**src/rtl/rvc_fetch_aligner_if.sv**
```systemverilog
// -----------------------------------------------------------------------------
// rvc_fetch_aligner_if
// Bus bundle between the fetch side / control unit and the RVC fetch aligner.
//   flush, redirect_pc         : redirect request and its target PC
//   fetch_valid/ready/data     : fetch beat handshake, FETCH_HWORDS halfwords,
//                                halfword 0 (lowest address) in the low bits
//   out_valid/ready            : instruction handshake towards decode
//   out_inst, out_is_c, out_pc : head instruction, compressed flag and its PC
// Modports: master = fetch/decode environment, slave = the aligner.
// -----------------------------------------------------------------------------
interface rvc_fetch_aligner_if #(
  parameter int FETCH_HWORDS = 2
);
  logic                      flush;
  logic [31:0]               redirect_pc;
  logic                      fetch_valid;
  logic                      fetch_ready;
  logic [16*FETCH_HWORDS-1:0] fetch_data;
  logic                      out_valid;
  logic                      out_ready;
  logic [31:0]               out_inst;
  logic                      out_is_c;
  logic [31:0]               out_pc;

  modport master (
    output flush, redirect_pc, fetch_valid, fetch_data, out_ready,
    input  fetch_ready, out_valid, out_inst, out_is_c, out_pc
  );

  modport slave (
    input  flush, redirect_pc, fetch_valid, fetch_data, out_ready,
    output fetch_ready, out_valid, out_inst, out_is_c, out_pc
  );
endinterface

```
**src/rtl/rvc_fetch_aligner.sv**
```systemverilog
// -----------------------------------------------------------------------------
// rvc_fetch_aligner
// Halfword-granular realignment buffer between the instruction fetch bus and
// decode. Accepts beats of FETCH_HWORDS halfwords and presents one complete
// RV32 instruction (16-bit or 32-bit) at a time, with its PC.
//
// Ports:
//   CLK   : clock, all state updates on the rising edge
//   nRST  : synchronous active-low reset
//   bus   : rvc_fetch_aligner_if.slave (fetch beat input, redirect, head
//           instruction output)
//
// Configuration macro:
//   RVC_ALIGNER_C_EXT_EN : when defined, 16-bit compressed instructions are
//   recognised. When undefined every instruction is 32 bits, out_is_c is 0 and
//   redirect targets are treated as word aligned.
//
// All outputs come from flops loaded with the decode of the next buffer state,
// so there is no combinational path from any bus input to any bus output.
// Outputs are additionally forced low while nRST is asserted.
// -----------------------------------------------------------------------------
module rvc_fetch_aligner #(
  parameter int          FETCH_HWORDS = 2,
  parameter int          BUF_HWORDS   = 6,
  parameter logic [31:0] RESET_PC     = 32'h0000_0200
) (
  input  logic                CLK,
  input  logic                nRST,
  rvc_fetch_aligner_if.slave  bus
);

  localparam int PTR_W  = $clog2(BUF_HWORDS);
  localparam int CNT_W  = $clog2(BUF_HWORDS + FETCH_HWORDS + 1);
  localparam int SKIP_W = $clog2(FETCH_HWORDS);

  // Advance a buffer pointer by n halfwords, wrapping at BUF_HWORDS even when
  // the depth is not a power of two.
  function automatic logic [PTR_W-1:0] ptr_add(input logic [PTR_W-1:0] ptr,
                                               input logic [1:0]       n);
    logic [PTR_W:0] sum;
    sum = {1'b0, ptr} + {{(PTR_W-1){1'b0}}, n};
    if (sum >= (PTR_W+1)'(BUF_HWORDS)) begin
      ptr_add = PTR_W'(sum - (PTR_W+1)'(BUF_HWORDS));
    end else begin
      ptr_add = sum[PTR_W-1:0];
    end
  endfunction

  // Registered state
  logic [15:0]       mem_r [BUF_HWORDS];
  logic [PTR_W-1:0]  head_r;
  logic [PTR_W-1:0]  tail_r;
  logic [CNT_W-1:0]  count_r;
  logic [31:0]       pc_r;
  logic [SKIP_W-1:0] skip_r;
  logic              fetch_ready_r;
  logic              out_valid_r;
  logic [31:0]       out_inst_r;
  logic              out_is_c_r;
  logic [31:0]       out_pc_r;

  // Next-state signals
  logic [15:0]       mem_n_s [BUF_HWORDS];
  logic [PTR_W-1:0]  head_n_s;
  logic [PTR_W-1:0]  tail_n_s;
  logic [CNT_W-1:0]  count_n_s;
  logic [31:0]       pc_n_s;
  logic [SKIP_W-1:0] skip_n_s;
  logic [PTR_W-1:0]  wr_ptr_s;
  logic              push_s;
  logic              pop_s;
  logic [1:0]        pop_len_s;
  logic [CNT_W-1:0]  push_len_s;
  logic [SKIP_W-1:0] redirect_skip_s;
  logic [31:0]       redirect_pc_s;
  logic [15:0]       h0_n_s;
  logic [15:0]       h1_n_s;
  logic              is_c_n_s;
  logic              valid_n_s;
  logic              fetch_ready_n_s;
  logic [31:0]       inst_n_s;

  // Bit 0 of the redirect target never matters: PCs are halfword aligned.
  logic unused_s;
  assign unused_s = bus.redirect_pc[0];

  // Redirect target alignment and leading-halfword skip for the next beat.
  always_comb begin
`ifdef RVC_ALIGNER_C_EXT_EN
    redirect_pc_s   = {bus.redirect_pc[31:1], 1'b0};
    redirect_skip_s = bus.redirect_pc[SKIP_W:1];
`else
    // Without compressed support targets are word aligned: bit 1 is dropped,
    // so the skip only ever removes whole words.
    redirect_pc_s   = {bus.redirect_pc[31:2], 2'b00};
    redirect_skip_s = bus.redirect_pc[SKIP_W:1] & ~SKIP_W'(1);
`endif
  end

  // Next buffer state (flush, pop, push) and decode of the next head.
  always_comb begin
    mem_n_s    = mem_r;
    head_n_s   = head_r;
    tail_n_s   = tail_r;
    count_n_s  = count_r;
    pc_n_s     = pc_r;
    skip_n_s   = skip_r;
    wr_ptr_s   = tail_r;
    // Pops use the registered head decode, pushes the registered ready, so
    // neither handshake has a same-cycle effect on the other.
    pop_s      = out_valid_r & bus.out_ready;
    push_s     = bus.fetch_valid & fetch_ready_r;
    pop_len_s  = out_is_c_r ? 2'd1 : 2'd2;
    push_len_s = CNT_W'(FETCH_HWORDS) - CNT_W'(skip_r);

    if (bus.flush) begin
      // Redirect wins: the beat and pop of this cycle are dropped.
      head_n_s  = '0;
      tail_n_s  = '0;
      count_n_s = '0;
      pc_n_s    = redirect_pc_s;
      skip_n_s  = redirect_skip_s;
    end else begin
      if (pop_s) begin
        head_n_s = ptr_add(head_r, pop_len_s);
        pc_n_s   = pc_r + (out_is_c_r ? 32'd2 : 32'd4);
      end else begin
        head_n_s = head_r;
        pc_n_s   = pc_r;
      end

      if (push_s) begin
        // Halfwords below the redirect target are not written.
        for (int i = 0; i < FETCH_HWORDS; i++) begin
          if (i >= int'(skip_r)) begin
            mem_n_s[wr_ptr_s] = bus.fetch_data[16*i +: 16];
            wr_ptr_s          = ptr_add(wr_ptr_s, 2'd1);
          end else begin
            wr_ptr_s = wr_ptr_s;
          end
        end
        tail_n_s = wr_ptr_s;
        skip_n_s = '0;
      end else begin
        tail_n_s = tail_r;
        skip_n_s = skip_r;
      end

      count_n_s = count_r
                + (push_s ? push_len_s : CNT_W'(0))
                - (pop_s ? CNT_W'(pop_len_s) : CNT_W'(0));
    end

    h0_n_s = mem_n_s[head_n_s];
    h1_n_s = mem_n_s[ptr_add(head_n_s, 2'd1)];
`ifdef RVC_ALIGNER_C_EXT_EN
    is_c_n_s = (h0_n_s[1:0] != 2'b11);
`else
    is_c_n_s = 1'b0;
`endif
    // A 32-bit head with only its low half buffered is not yet valid.
    valid_n_s = ((count_n_s >= CNT_W'(1)) && is_c_n_s) || (count_n_s >= CNT_W'(2));
    if (valid_n_s) begin
      inst_n_s = is_c_n_s ? {16'h0000, h0_n_s} : {h1_n_s, h0_n_s};
    end else begin
      inst_n_s = 32'h0000_0000;
    end
    fetch_ready_n_s = ((count_n_s + CNT_W'(FETCH_HWORDS)) <= CNT_W'(BUF_HWORDS));
  end

  // State and output registers with synchronous reset.
  always_ff @(posedge CLK) begin
    if (!nRST) begin
      for (int i = 0; i < BUF_HWORDS; i++) begin
        mem_r[i] <= 16'h0000;
      end
      head_r        <= '0;
      tail_r        <= '0;
      count_r       <= '0;
      pc_r          <= RESET_PC;
      skip_r        <= '0;
      // Empty buffer can always take a beat once reset is released.
      fetch_ready_r <= 1'b1;
      out_valid_r   <= 1'b0;
      out_inst_r    <= 32'h0000_0000;
      out_is_c_r    <= 1'b0;
      out_pc_r      <= 32'h0000_0000;
    end else begin
      mem_r         <= mem_n_s;
      head_r        <= head_n_s;
      tail_r        <= tail_n_s;
      count_r       <= count_n_s;
      pc_r          <= pc_n_s;
      skip_r        <= skip_n_s;
      fetch_ready_r <= fetch_ready_n_s;
      out_valid_r   <= valid_n_s;
      out_inst_r    <= inst_n_s;
      out_is_c_r    <= valid_n_s & is_c_n_s;
      out_pc_r      <= valid_n_s ? pc_n_s : 32'h0000_0000;
    end
  end

  assign bus.fetch_ready = nRST & fetch_ready_r;
  assign bus.out_valid   = nRST & out_valid_r;
  assign bus.out_inst    = nRST ? out_inst_r : 32'h0000_0000;
  assign bus.out_is_c    = nRST & out_is_c_r;
  assign bus.out_pc      = nRST ? out_pc_r : 32'h0000_0000;

endmodule

```
**src/flat_wrapper.sv**
```systemverilog
// flat-port wrapper written by rule: the top's interface ports become plain ports
module rvc_fetch_aligner_flat 
#(
  parameter int          FETCH_HWORDS = 2,
  parameter int          BUF_HWORDS   = 6,
  parameter logic [31:0] RESET_PC     = 32'h0000_0200
)
  (CLK, nRST, bus_flush, bus_redirect_pc, bus_fetch_valid, bus_fetch_data, bus_out_ready, bus_fetch_ready, bus_out_valid, bus_out_inst, bus_out_is_c, bus_out_pc);
  rvc_fetch_aligner_if #(.FETCH_HWORDS(FETCH_HWORDS)) bus_i ();
  input  logic CLK;
  input  logic nRST;
  input wire logic [$bits(bus_i.flush)-1:0] bus_flush;
  input wire logic [$bits(bus_i.redirect_pc)-1:0] bus_redirect_pc;
  input wire logic [$bits(bus_i.fetch_valid)-1:0] bus_fetch_valid;
  input wire logic [$bits(bus_i.fetch_data)-1:0] bus_fetch_data;
  input wire logic [$bits(bus_i.out_ready)-1:0] bus_out_ready;
  output wire logic [$bits(bus_i.fetch_ready)-1:0] bus_fetch_ready;
  output wire logic [$bits(bus_i.out_valid)-1:0] bus_out_valid;
  output wire logic [$bits(bus_i.out_inst)-1:0] bus_out_inst;
  output wire logic [$bits(bus_i.out_is_c)-1:0] bus_out_is_c;
  output wire logic [$bits(bus_i.out_pc)-1:0] bus_out_pc;
  assign bus_i.flush = bus_flush;
  assign bus_i.redirect_pc = bus_redirect_pc;
  assign bus_i.fetch_valid = bus_fetch_valid;
  assign bus_i.fetch_data = bus_fetch_data;
  assign bus_i.out_ready = bus_out_ready;
  assign bus_fetch_ready = bus_i.fetch_ready;
  assign bus_out_valid = bus_i.out_valid;
  assign bus_out_inst = bus_i.out_inst;
  assign bus_out_is_c = bus_i.out_is_c;
  assign bus_out_pc = bus_i.out_pc;
  rvc_fetch_aligner #(.FETCH_HWORDS(FETCH_HWORDS), .BUF_HWORDS(BUF_HWORDS), .RESET_PC(RESET_PC)) u_core (.CLK(CLK), .nRST(nRST), .bus(bus_i));
endmodule
```
**config.mk**
```make
export PLATFORM = sky130hd
export DESIGN_NAME = rvc_fetch_aligner_flat
export DESIGN_NICKNAME = d
export VERILOG_FILES = /design/src/rtl/rvc_fetch_aligner_if.sv /design/src/rtl/rvc_fetch_aligner.sv /design/src/flat_wrapper.sv
export SDC_FILE = /design/constraint.sdc
export NUM_CORES = 1
export LEC_CHECK = 0
export ABC_AREA = 1
export BUFFER_PORTS_ARGS = -buffer_cell sky130_fd_sc_hd__buf_2
export CAP_MARGIN = 40
export CORE_MARGIN = 3
export CORE_UTILIZATION = 60
export CTS_CLUSTER_DIAMETER = 200
export DETAILED_ROUTE_END_ITERATION = 7
export PLACE_DENSITY = 0.78
export SYNTH_ARGS = -nofsm -noshare
export SYNTH_HDL_FRONTEND = slang
export SYNTH_SLANG_ARGS = --single-unit
```
**constraint.sdc**
```tcl
create_clock -name CLK -period 4.9 [get_ports CLK]
set_clock_uncertainty 0.2 [all_clocks]
set_input_delay 0.245 -clock CLK [delete_from_list [all_inputs] [get_ports CLK]]
set_output_delay 0.245 -clock CLK [all_outputs]
set_load 0.03 [all_outputs]
```
======== Word-level counts from Yosys, hierarchy flattened ========
Index checks and enable logic that the tools add are counted.
storage, ports and cells
  register bits after elaboration ......... 204
  latch bits .............................. 0
  RAM bits ................................ 0
  memory bits (read-only) ................. 0
  bits of input ports ..................... 69
  word-level logic and storage cells ...... 82
  memories ................................ 0
cells by class
  $add $sub $neg .......................... 12
  $mul .................................... 0
  divide/modulo/power cells ............... 0
  magnitude comparators ................... 12
  equal/unequal tests ..................... 0
  shift operators ......................... 0
  mux-type cells .......................... 31
  bitwise operators ....................... 9
  reduce and logical (&&, ||, !) cells .... 4
operator list
  operator                                                                           count
  96-bit two-way mux                                                                 4
  96-bit bitwise mux                                                                 2
  32-bit two-way mux                                                                 4
  16-bit binary-select mux with 3-bit select                                         2
  16-bit demux with 3-bit select                                                     2
  16-bit two-way mux                                                                 6
  32-bit by 3-bit adder with 32-bit output (second input constant)                   1
  3-bit two-way mux                                                                  8
  4-bit by 3-bit >= comparator with 1-bit output (second input constant)             4
  4-bit >= comparator (second input constant)                                        4
  3-bit inverter with 4-bit output                                                   4
  3-bit by 1-bit adder with 4-bit output (second input constant)                     3
  3-bit subtractor (second input constant)                                           4
  4-bit by 1-bit < comparator with 1-bit output (second input constant)              2
  3-bit by 2-bit adder with 4-bit output (second input constant)                     1
  4-bit by 2-bit adder with 4-bit output (second input constant)                     1
  4-bit adder                                                                        1
  1-bit AND                                                                          4
  4-bit by 2-bit >= comparator with 1-bit output (second input constant)             1
  4-bit by 3-bit less-or-equal comparator with 1-bit output (second input constant)  1
  2-bit two-way mux                                                                  2
  4-bit two-way mux                                                                  1
  4-bit subtractor                                                                   1
  1-bit logical AND                                                                  2
  3 further kinds                                                                    3

======== Logic depth before layout (Yosys ltp) ========
  depth in word-level cells ............... 16
  depth in mapped cells ................... 17

======== Least setup slack after synthesis ========
OpenSTA, ideal clock, no wires.
  path kind ............................... reg2reg
  start ................................... register u_core.out_valid_r
  end ..................................... register u_core.out_pc_r[10]
  data arrival time ....................... 2.795 ns
  required time ........................... 4.583 ns
  setup slack ............................. 1.787 ns
  stages on the path, launching flop included .. 15
  path buffers ............................ 3
  clock period less this slack ............ 3.113 ns
  path through ............................ dfxtp_1 -> nand2_2 -> buf_6 -> fa_1 -> fa_1 -> inv_1 -> nor2_1 -> inv_1 -> ha_1 -> a211oi_1 -> nand2_1 -> nand2_1 -> buf_2 -> buf_2 -> nor2_1
on the way
  longest elaborated chain between the ends .. 6
  elaborated cells between the ends (all ways) .. 8
RTL lines
  element                                         RTL line                  text
  start, declared                                 rvc_fetch_aligner.sv:57   logic out_valid_r;
  start signal, assigned                          rvc_fetch_aligner.sv:196  out_valid_r <= valid_n_s;
  1-bit AND                                       rvc_fetch_aligner.sv:111  pop_s = out_valid_r & bus.out_ready;
  2-bit two-way mux                               rvc_fetch_aligner.sv:151  - (pop_s ? CNT_W'(pop_len_s) : CNT_W'(0));
  4-bit subtractor                                rvc_fetch_aligner.sv:151
  4-bit two-way mux                               rvc_fetch_aligner.sv:116  if (bus.flush) begin
  named net u_core.count_n_s[2]                   rvc_fetch_aligner.sv:66   logic [CNT_W-1:0] count_n_s;
  4-bit by 2-bit >= comparator with 1-bit output  rvc_fetch_aligner.sv:162  valid_n_s = ((count_n_s >= CNT_W'(1)) && is_c_n_s) || (count_n_s >= CNT_W'(2));
  2-bit AND reduction (no source line)            -
  end signal, assigned                            rvc_fetch_aligner.sv:199  out_pc_r <= valid_n_s ? pc_n_s : 32'h0000_0000;
  end, declared                                   rvc_fetch_aligner.sv:60   logic [31:0] out_pc_r;
The timed path passes the listed nets, and every way through them passes these cells.
A chain may end at the register's enable or synchronous reset.

======== Worst setup path after layout ========
  start ................................... input bus_fetch_valid
  end ..................................... register u_core.out_inst_r[17]
on the way
  longest elaborated chain between the ends .. 7
  elaborated cells between the ends (all ways) .. 12
RTL lines
  element                                         RTL line                  text
  start, declared                                 flat_wrapper.sv:14        input wire logic [$bits(bus_i.fetch_valid)-1:0] bus_fetch_valid;
  1-bit AND                                       rvc_fetch_aligner.sv:112  push_s = bus.fetch_valid & fetch_ready_r;
  named net u_core.push_s                         rvc_fetch_aligner.sv:70   logic push_s;
  2-bit two-way mux                               rvc_fetch_aligner.sv:150  + (push_s ? push_len_s : CNT_W'(0))
  4-bit adder                                     rvc_fetch_aligner.sv:150
  4-bit subtractor                                rvc_fetch_aligner.sv:151
  4-bit two-way mux                               rvc_fetch_aligner.sv:116
  named net u_core.count_n_s[2]                   rvc_fetch_aligner.sv:66
  4-bit by 2-bit >= comparator with 1-bit output  rvc_fetch_aligner.sv:162
  2-bit AND reduction (no source line)            -
  end signal, assigned                            rvc_fetch_aligner.sv:197  out_inst_r <= inst_n_s;
  end, declared                                   rvc_fetch_aligner.sv:58   logic [31:0] out_inst_r;
The timed path passes the listed nets, and every way through them passes these cells. The select of a mux whose other input is x is not followed.

==> impl_metrics.py <==
metrics = {
    "critical_path": {
        "rr_worst_depth": 12,
        "crit_arrival_ns": 3.76,
        "startpoint": "bus_fetch_valid",
        "critPathMaxFanout": 38,
        "cp-start-kind": "primary input",
        "critPathKind": "primary input to register",
        "end_kind": "register",
        "timing.rr.start": "u_core.out_valid_r",
        "cp.required_ns": 5.08,
    },
    "outcome": {
        "outcome": "finished, final reports clean",
    },
    "logic_synthesis": {
        "syn-num-nets": 1648,
        "synth_top_family_by_area": "simple AND/OR/NAND/NOR gates",
        "ys.flop_type": "dfxtp_1",
        "synth_edf_count": 0,
        "seq_area_frac_synth_pct": 39.4,
        "syn_area_sq_um": 10300,
        "synth_xor_area_share_pct": 0.934,
        "synth_cell_types": 36,
        "synth-adder-area-share_pct": 2.16,
        "ys_ff_latch": 203,
        "syn_inst": 1563,
        "syn_avg_cell_area_sq_um": 6.60,
        "async_flop_share_pct": 0,
        "synth-compound-area-share_pct": 15.3,
        "synthSimpleGateAreaFrac_pct": 29.9,
        "synth_mux_area_share_pct": 0,
        "synth_warnings": 0,
    },
    "timing": {
        "fmax_mhz": 280,
        "rsz0062_at_grt": "no",
        "slew-limit-headroom_pct": 39.6,
        "worst_pin_slew_ns": 0.907,
        "drv_slew": 0,
        "hold_viol": 0,
        "min_period_over_period_pct": 72.9,
        "post-route-min-period_ns": 3.57,
        "setup_tns_ns": 0,
        "setup_viol": 0,
    },
    "power": {
        "p_comb_share_pct": 26.7,
        "pwr-share-clk_pct": 34.4,
        "leakagePower_nw": 6.36,
        "vdd_ir_drop_max_mv": 0.332,
        "p_int_mw": 3.27,
        "p_switching_mw": 1.64,
        "seqPwrFrac_pct": 38.9,
        "swShare_pct": 33.3,
        "power_density_nw_per_um2": 395,
    },
    "clocking": {
        "cts_sinks": 203,
        "cts_root_buffer": "clkbuf_16",
        "cts_buffers": 22,
        "h-tree-depth": 1,
        "cts_tree": "done",
        "postCtsSetupBuffers": 0,
        "ctsLongestPathBuffers": 3,
        "clk_latency_ns": 0.50,
        "clkTransAtPathRegs_ns": 0.06,
    },
    "detailed_routing": {
        "ant_nets": 0,
        "drc": 0,
        "vias": 10500,
        "first_pass_iters": 7,
        "avgRoutedWirePerCell_microns": 15.2,
        "drt_iter0_drc": 776,
        "drt_wl_total_microns": 29600,
        "via_per_inst": 5.36,
    },
    "hold_path": {
        "min_delay_path_depth": 4,
        "min_from": "bus_flush",
        "hp-class": "primary input to register",
    },
    "run": {
        "cap_violations": 0,
    },
    "place": {
        "gp_congestion": 0.953,
        "portBuffers": 132,
        "dp_hpwl_microns": 18400,
    },
    "global_routing": {
        "grt_pass1_vias": 10000,
        "grt-ovfl-total": 0,
        "grt_pass1_wl_microns": 47700,
        "antenna_found_initial": 0,
        "grtUsageTotal_pct": 31.6,
        "grt_max_degree": 101,
    },
    "floorplan": {
        "die_y_microns": 137,
        "die-area_sq_um": 18800,
        "initial_utilization_pct": 61.8,
        "die_w_microns": 137,
        "io_pins": 136,
        "core.rowCount": 47,
        "core_sq_um": 16700,
    },
    "cells_and_area": {
        "final_common_cell": "nand2_1",
        "area_growth_pct": 20.5,
        "mostFrequentLayoutCells": "nand2_1, inv_1, dfxtp_1, nor2_1, buf_2",
        "multiInputGateArea_sq_um": 4990,
        "layout-drive-gt1-share_pct": 12.6,
        "fillCellCount": 1351,
        "fin_nets": 1801,
        "ff_latch_area_sq_um": 4060,
        "fin_util_pct": 74.5,
        "diodes": 0,
    },
}
## final cells by class
class | instances | share of cell area, %
sequential | 203 | 32.7
clock buffer | 36 | 5.66
tap | 220 | 2.21
clock inverter | 4 | 0.362
multi-input combinational | 1046 | 40.1
inverter | 225 | 6.81
timing repair buffer | 218 | 12.1
## cell usage after synthesis (all sizes together) (13+ instances only)
cell type / n / area share [%]
a21oi: 107 / 5.2
and2: 17 / 1.0
buf: 40 / 2.3
clkbuf: 49 / 1.8
dfxtp: 203 / 39
ha: 13 / 1.6
inv: 225 / 8.2
nand2: 409 / 15
nand3: 104 / 5.3
nor2: 181 / 6.8
o211ai: 47 / 3.4
o21a: 16 / 1.2
o21ai: 104 / 5.1
## sequential cells by signal (all words and copies together), names as in the netlist
name	flops
u_core.count_r	4
u_core.fetch_ready_r	1
u_core.head_r	3
u_core.mem_r	96
u_core.out_inst_r	32
u_core.out_pc_r	32
u_core.out_valid_r	1
u_core.pc_r	32
u_core.tail_r	2
## worst max-delay path, cell delays in order
cell and delay, ns:
dlygate4sd3_1 0.54, buf_2 0.12, nand2_1 0.13, inv_1 0.11
fa_1 0.54, fa_1 0.52, inv_1 0.05, nor2_1 0.16
inv_1 0.07, ha_1 0.17, a211oi_1 0.22, nand2_1 0.13
nand2_2 0.38, buf_12 0.29, a21oi_1 0.07
## cell families after synthesis
logic type | Yosys count
adders and majority gates | 16
xor gates and xnor gates | 11
and+or+nand+nor | 739
AOI/OAI and AO/OA | 279
other | 1
buffers and inverters | 314
DFF | 203
## power groups by stage
stage                     Clock, mW  Sequential [mW]  Combinational (mW)
final                          1.69             1.91                1.31
after global routing           1.77             1.93                1.46
after CTS                      1.71             1.91                1.29
after detailed placement          0             1.94                1.25
after global placement            0             1.94                1.21
after floorplan                   0             1.92               0.904
## path summary, 6_finish.rpt
check / end / slack [ns]
worst max register to register: u_core.out_inst_r[17] / 1.43
worst max-delay path: u_core.out_inst_r[17] / 1.33
worst min-delay path: u_core.count_r[0] / 0.06
worst min register to register: u_core.pc_r[1] / 0.25
## per-stage QoR
stage | total power [mW] | cell area (sq um) | worst slack (ns) | hold WS [ns] | cells
2_1_floorplan | 2.82 | 10300 | 1.79 | 0.174 | 1563
3_3_place_gp | 3.15 | 11000 | 1.44 | 0.228 | 1844
3_5_place_dp | 3.19 | 11000 | 1.38 | 0.242 | 1847
4_1_cts | 4.91 | 12400 | 1.37 | 0.0425 | 1952
5_1_grt | 5.16 | 12400 | 1.09 | 0.103 | 1952
6_report | 4.91 | 12400 | 1.33 | 0.0619 | 1952
## layer usage
| metal | wire [microns] | part of all wire, % | global-route usage [%] |
|---|---|---|---|
| met1 | 11600 | 39 | 37.1 |
| met2 | 14200 | 48 | 55.2 |
| met3 | 2050 | 6.9 | 4.08 |
| met4 | 1840 | 6.2 | 18.1 |
| met5 | 0 | 0 | 0 |
## what timing repair did
action	in CTS	in global routing
endpoints found under the hold margin	141	0
hold buffers	65	0
gates resized for setup	0	0
No activity file was read; power rests on OpenSTA's default activity.
